--- src/rtl/seg_pkg.sv ---
// Shared definitions for the multiplexed 7-segment scan controller.
// Holds the scan state encoding and the segment bit layout.
package seg_pkg;

    typedef enum logic [1:0] {
        IDLE  = 2'd0,
        BLANK = 2'd1,
        SHOW  = 2'd2
    } scan_state_t;

    // Segment vectors are ordered {g,f,e,d,c,b,a}
    localparam int SEG_W = 7;
    localparam int SEG_A = 0;
    localparam int SEG_B = 1;
    localparam int SEG_C = 2;
    localparam int SEG_D = 3;
    localparam int SEG_E = 4;
    localparam int SEG_F = 5;
    localparam int SEG_G = 6;

    // All segments dark on a common-anode, active-low display
    localparam logic [SEG_W-1:0] SEG_OFF = 7'h7F;

endpackage

--- src/rtl/seg_scan_ctrl_hex2seven_seg.sv ---
// Hex nibble to 7-segment decoder.
// The output is active-high, {g,f,e,d,c,b,a}; the caller inverts it for the pins.
module hex2seven_seg
    import seg_pkg::*;
(
    input  logic [3:0]       hex,
    output logic [SEG_W-1:0] seg
);

    // Glyph lookup, including lower-case b and d so they differ from 8 and 0
    always_comb begin
        seg = '0;
        case (hex)
            4'h0: seg = 7'b0111111;
            4'h1: seg = 7'b0000110;
            4'h2: seg = 7'b1011011;
            4'h3: seg = 7'b1001111;
            4'h4: seg = 7'b1100110;
            4'h5: seg = 7'b1101101;
            4'h6: seg = 7'b1111101;
            4'h7: seg = 7'b0000111;
            4'h8: seg = 7'b1111111;
            4'h9: seg = 7'b1101111;
            4'hA: seg = 7'b1110111;
            4'hB: seg = 7'b1111100;
            4'hC: seg = 7'b0111001;
            4'hD: seg = 7'b1011110;
            4'hE: seg = 7'b1111001;
            4'hF: seg = 7'b1110001;
            default: seg = '0;
        endcase
    end

endmodule

--- src/rtl/seg_scan_ctrl.sv ---
// Time-multiplexed scan controller for a common-anode multi-digit 7-segment
// display. Each digit slot starts with a short blanking gap (selects off,
// segments settling) followed by the lit period. Inputs are snapshotted once
// per frame so a value never tears across digits.
// Optional build macro SEG_SCAN_LEADING_ZERO_BLANK_EN: blank leading zeros.
module seg_scan_ctrl
    import seg_pkg::*;
#(
    parameter int DIGITS    = 4,
    parameter int SCAN_DIV  = 50000,
    parameter int BLANK_CYC = 16
) (
    input  logic                  clk,
    input  logic                  rst,
    input  logic                  en,
    input  logic [4*DIGITS-1:0]   digits_in,
    input  logic [DIGITS-1:0]     dp_in,
    output logic [SEG_W-1:0]      seven_seg,
    output logic                  dp_n,
    output logic [DIGITS-1:0]     dig_sel_n,
    output logic                  frame_tick
);

    localparam int CNT_W = $clog2(SCAN_DIV);
    localparam int IDX_W = (DIGITS > 1) ? $clog2(DIGITS) : 1;

    localparam logic [CNT_W-1:0] BLANK_LAST = CNT_W'(BLANK_CYC - 1);
    localparam logic [CNT_W-1:0] SLOT_LAST  = CNT_W'(SCAN_DIV - 1);
    localparam logic [IDX_W-1:0] IDX_LAST   = IDX_W'(DIGITS - 1);

    scan_state_t          state, state_next;
    logic [CNT_W-1:0]     cnt, cnt_next;
    logic [IDX_W-1:0]     idx, idx_next;
    logic                 load;
    logic [4*DIGITS-1:0]  snap_digits;
    logic [DIGITS-1:0]    snap_dp;
    logic [3:0]           cur_nib;
    logic                 cur_dp;
    logic [SEG_W-1:0]     dec_seg;
    logic [SEG_W-1:0]     seg_pat;
    logic [DIGITS-1:0]    sel_next;

    // Slot counter, digit index and FSM state registers
    always_ff @(posedge clk or posedge rst) begin
        if (rst) begin
            state <= IDLE;
            cnt   <= '0;
            idx   <= '0;
        end else begin
            state <= state_next;
            cnt   <= cnt_next;
            idx   <= idx_next;
        end
    end

    // Next-state logic; load marks a frame start (snapshot + frame_tick)
    always_comb begin
        state_next = state;
        cnt_next   = cnt;
        idx_next   = idx;
        load       = 1'b0;
        case (state)
            IDLE: begin
                if (en) begin
                    state_next = BLANK;
                    cnt_next   = '0;
                    idx_next   = '0;
                    load       = 1'b1;
                end
            end
            BLANK: begin
                if (!en) begin
                    state_next = IDLE;
                    cnt_next   = '0;
                    idx_next   = '0;
                end else begin
                    cnt_next = cnt + CNT_W'(1);
                    if (cnt == BLANK_LAST) begin
                        state_next = SHOW;
                    end
                end
            end
            SHOW: begin
                if (!en) begin
                    state_next = IDLE;
                    cnt_next   = '0;
                    idx_next   = '0;
                end else if (cnt == SLOT_LAST) begin
                    state_next = BLANK;
                    cnt_next   = '0;
                    if (idx == IDX_LAST) begin
                        idx_next = '0;
                        load     = 1'b1;
                    end else begin
                        idx_next = idx + IDX_W'(1);
                    end
                end else begin
                    cnt_next = cnt + CNT_W'(1);
                end
            end
            default: begin
                state_next = IDLE;
                cnt_next   = '0;
                idx_next   = '0;
            end
        endcase
    end

    // Frame snapshot of the digit values and decimal points
    always_ff @(posedge clk or posedge rst) begin
        if (rst) begin
            snap_digits <= '0;
            snap_dp     <= '0;
        end else if (load) begin
            snap_digits <= digits_in;
            snap_dp     <= dp_in;
        end
    end

    // Select the snapshot nibble and decimal point of the current digit
    always_comb begin
        cur_nib = '0;
        cur_dp  = 1'b0;
        for (int k = 0; k < DIGITS; k++) begin
            if (idx == IDX_W'(k)) begin
                cur_nib = snap_digits[4*k +: 4];
                cur_dp  = snap_dp[k];
            end
        end
    end

    hex2seven_seg u_dec (
        .hex (cur_nib),
        .seg (dec_seg)
    );

`ifdef SEG_SCAN_LEADING_ZERO_BLANK_EN
    logic [DIGITS-1:0] blank_next;
    logic [DIGITS-1:0] snap_blank;
    logic              zero_above;
    logic              cur_blank;

    // Flag every digit that has only zeros at and above it; digit 0 never blanks
    always_comb begin
        blank_next = '0;
        zero_above = 1'b1;
        for (int k = DIGITS - 1; k >= 1; k--) begin
            zero_above    = zero_above && (digits_in[4*k +: 4] == 4'h0);
            blank_next[k] = zero_above;
        end
    end

    // Leading-zero flags are captured together with the digit snapshot
    always_ff @(posedge clk or posedge rst) begin
        if (rst) begin
            snap_blank <= '0;
        end else if (load) begin
            snap_blank <= blank_next;
        end
    end

    // A blanked digit stays dark unless its decimal point is requested
    always_comb begin
        cur_blank = 1'b0;
        for (int k = 0; k < DIGITS; k++) begin
            if (idx == IDX_W'(k)) begin
                cur_blank = snap_blank[k];
            end
        end
        seg_pat = (cur_blank && !cur_dp) ? SEG_OFF : ~dec_seg;
    end
`else
    // Every digit is shown, leading zeros included
    always_comb begin
        seg_pat = ~dec_seg;
    end
`endif

    // One-cold digit select for the cycle being entered; only lit in SHOW
    always_comb begin
        sel_next = '1;
        if (state_next == SHOW) begin
            for (int k = 0; k < DIGITS; k++) begin
                if (idx_next == IDX_W'(k)) begin
                    sel_next[k] = 1'b0;
                end
            end
        end
    end

    // Registered pin drivers; segments go dark whenever the scan is idle
    always_ff @(posedge clk or posedge rst) begin
        if (rst) begin
            seven_seg  <= SEG_OFF;
            dp_n       <= 1'b1;
            dig_sel_n  <= '1;
            frame_tick <= 1'b0;
        end else begin
            frame_tick <= load;
            dig_sel_n  <= sel_next;
            if (state == IDLE || state_next == IDLE) begin
                seven_seg <= SEG_OFF;
                dp_n      <= 1'b1;
            end else begin
                seven_seg <= seg_pat;
                dp_n      <= ~cur_dp;
            end
        end
    end

endmodule
--- config.mk ---
export PLATFORM = sky130hd
export DESIGN_NAME = seg_scan_ctrl
export DESIGN_NICKNAME = d
export VERILOG_FILES = /design/src/rtl/seg_pkg.sv /design/src/rtl/seg_scan_ctrl_hex2seven_seg.sv /design/src/rtl/seg_scan_ctrl.sv
export SDC_FILE = /design/constraint.sdc
export NUM_CORES = 1
export LEC_CHECK = 0
export CAP_MARGIN = 20
export CORE_UTILIZATION = 50
export DETAILED_ROUTE_END_ITERATION = 8
export PLACE_DENSITY = 0.83
export SYNTH_ARGS = -nofsm -noshare
export SYNTH_HDL_FRONTEND = slang
export SYNTH_SLANG_ARGS = --single-unit
--- constraint.sdc ---
create_clock -name clk -period 2 [get_ports clk]
set_input_delay 0.2 -clock clk [delete_from_list [all_inputs] [get_ports clk]]
set_output_delay 0.2 -clock clk [all_outputs]
set_load 0.005 [all_outputs]
==> results.txt <==
first-pass GRT wire length - 11.8 mm
CP required - 2230 ps
power density over the cells - 1100 nW/µm²
setup slack, reg-to-reg - -260 ps
crit path max fanout - 6
cell taking the most area after synthesis - dfrtp_1
total wire length - 8.71 mm
drc violations - 0
clock share of power - 12.7%
Worst setup EP type - register
Post-synth top flop - dfrtp_1
Initial DRC Count - 193
CP Launch Type - register
total track usage - 25.0%
Routed Antenna Nets - 0
initial antenna violation count - 0
crit-path leading delay family - compound AO/OA/AOI/OAI gates
synth top area cells - dfrtp_1 (36%), dfstp_2 (11%), mux2_2 (8.3%)
worst-path cell chain - inv_2 -> ha_4 -> nor2b_4 -> a221o_1 -> a22oi_2 -> buf_6 -> inv_4 -> ha_4 -> buf_4 -> mux2i_2 -> o221ai_2
sw frac - 36.6%
DR pass1 iterations - 5
Layout Nets - 413
most frequent CP cell - ha_4
Yosys Warn Count - 0
number of buffers added on ports - 35
DP Cell Count - 414
Row Count - 27
CTS tree - done
synthesized flop and latch total - 53
gpl congestion - 0.929
Reg2Reg Launch Point - idx[0]
Post-synth ARST share - 100%
Clk pin slew, worst setup/hold paths - 100 ps
die area - 6030 µm²
Seq pwr share - 33.2%
Worst Path Buf+Inv - 4
Final Hold Fails - 0
normalized max-slew margin - 65.0%
worst slew pin tran - 524 ps
Fmax - 0.443 GHz
drt wl/cell - 19.4 µm
Slew Viols, Final - 0
Worst-Skew Late Latency - 310 ps
register area share after synthesis - 46.9%
number of synthesized flops with an enable pin - 0
VDD IR-drop max - 0.659 mV
layout cells sized above 1 - 46.8%
pin count of the biggest net entering global routing - 30
layout overhead on the synthesized area - 51.2%
post-synth top area share - 35.9%
Via density - 5.91
syn_area_per_cell - 10.9 µm²
Final period util - 113%
Initial Utilization - 52.0%
most frequent cell after synthesis - dfrtp_1
placed cell area - 3720 µm²
Mapped Area - 2860 µm²
Max Cap Viol - 0
final non-filler cell total - 448
Synth Instances - 263
status - finished, violations left
number of global-route vias before repair - 2600
Hold WC Path Type - primary input to async pin
max incr delay on CP - 430 ps
failing checks - negative setup slack
chip height - 77.7 µm
number of CTS-inserted buffers - 5
H-tree depth - 2
internal power - 0.00303 W
Slowest-stage cell, CP - dfrtp_1
via count - 2647
die width - 77.7 µm
Synth top cells by count - dfrtp_1 (41), nand2_1 (25), o21ai_0 (23)
Core ar. - 5510 µm²
Logic pwr share - 54.1%
WP data arrival - 2490 ps
gr ovfl total - 0
DPL Wire Length - 4.82 mm
final setup margin - -259 ps
worst flop-to-flop path endpoint - seven_seg[6]
Switching Power - 0.00175 W
R2R depth - 11
CTS sink count - 53
IO Pins - 36
Post-Syn Nets - 301
Cell variety after synth - 53
design area - 4330 µm²
CTS root buf - clkbuf_8
ANT cells - 0
clk_skew - 12.5 ps
Fin Hold WS - 233 ps
leakage - 1.89 nW
Period minus WS final - 2260 ps
clock buffer depth - 2
Filler Cell Count - 305
Final Setup Violations - 17
worst setup path class - register to register
Setup TNS - -1710 ps
RSZ-0062 raised after global routing - true
## worst max-delay path by stage
stage                 from      endpoint  slack (ps)  cells after the start
floorplan           idx[0]  seven_seg[3]         -60                     10
global placement    idx[1]  seven_seg[3]         -40                     10
detailed placement  idx[1]  seven_seg[3]        -150                     10
CTS                 idx[0]  seven_seg[3]        -100                      9
global route        idx[0]  seven_seg[6]        -330                     11
finish              idx[0]  seven_seg[6]        -260                     11
## per-layer routing
layer / vias to the layer above / share of wire (%) / GRT usage, %
li1: 1195 / - / -
met5: - / 0 / 0
met1: 1322 / 40 / 29.8
met4: 0 / 3.3 / 10.0
met2: 104 / 52 / 44.7
met3: 26 / 4.3 / 4.00
## power groups by stage
stage / Combinational [W] / Sequential, W / Clock [W]
6_report: 0.00258 / 0.00158 / 0.000608
2_1_floorplan: 0.00108 / 0.00154 / 0
3_3_place_gp: 0.00166 / 0.00156 / 0
3_5_place_dp: 0.00172 / 0.00158 / 0
5_1_grt: 0.00270 / 0.00160 / 0.000663
4_1_cts: 0.00184 / 0.00156 / 0.000616
## layout by cell type (no fill, tap or decap), drive strengths merged, types with 5 or more instances in the layout
master and n:
mux2i 5, o21ai 23, nand2 25, clkbuf 7, buf 76, and3 7
dfrtp 41, inv 12, nor2 9, ha 15, clkdlybuf4s50 35, o31ai 5
dfstp 12, nand3 6, a21oi 13, mux2 21
## worst register-to-register path, cell delays in order (launching register included)
cell      delay (ps)
dfrtp_1          430
inv_2             80
ha_4             160
nor2b_4          120
a221o_1          290
a22oi_2          160
buf_6            160
inv_4             60
ha_4             170
buf_4            140
mux2i_2          240
o221ai_2         160
## through the flow
step	power (W)	utilization, %	setup WS (ps)
2_1_floorplan	0.00262	-	-57.9
3_3_place_gp	0.00323	67.5	-38.9
3_5_place_dp	0.00330	67.5	-154
4_1_cts	0.00401	71.8	-101
5_1_grt	0.00496	78.6	-330
6_report	0.00477	78.6	-259
## cells by family (layout without fill, tap and decap cells)
family,count (synthesis),count (layout),share of synthesized area [%]
AOI/OAI and AO/OA,71,72,17.2
xor gates and xnor gates,1,1,0.306
adders and majority gates,15,15,6.56
buffers and inverters,19,131,2.67
DFF,53,53,46.9
muxes,26,26,10.0
and+or+nand+nor,78,78,16.4
## sequential cells by signal, indices dropped and copies added (netlist names)
signal and cells:
cnt 16, dig_sel_n 4, dp_n 1, frame_tick 1, idx 2, seven_seg 7
snap_digits 16, snap_dp 4, state 2
## timing repair
item / in CTS / in global routing
resized for setup: 17 / 57
setup endpoints to repair: 36 / 38
setup buffers: 9 / 15
gates cloned: 1 / 3
hold buffers: 0 / 0
pin swaps: 14 / 19
## cell type report
type                    instances  area [µm²]  share of cell area (%)
repair buffers                112        1020                    23.5
clock inverters                 2        13.8                   0.318
well taps                      72        90.1                    2.08
flip-flops and latches         53        1340                    31.0
clock buffers                   6        72.6                    1.68
inverters                      11        46.3                    1.07
multi-input cells             192        1750                    40.3
Note: power is estimated with default switching activity, not from simulation.
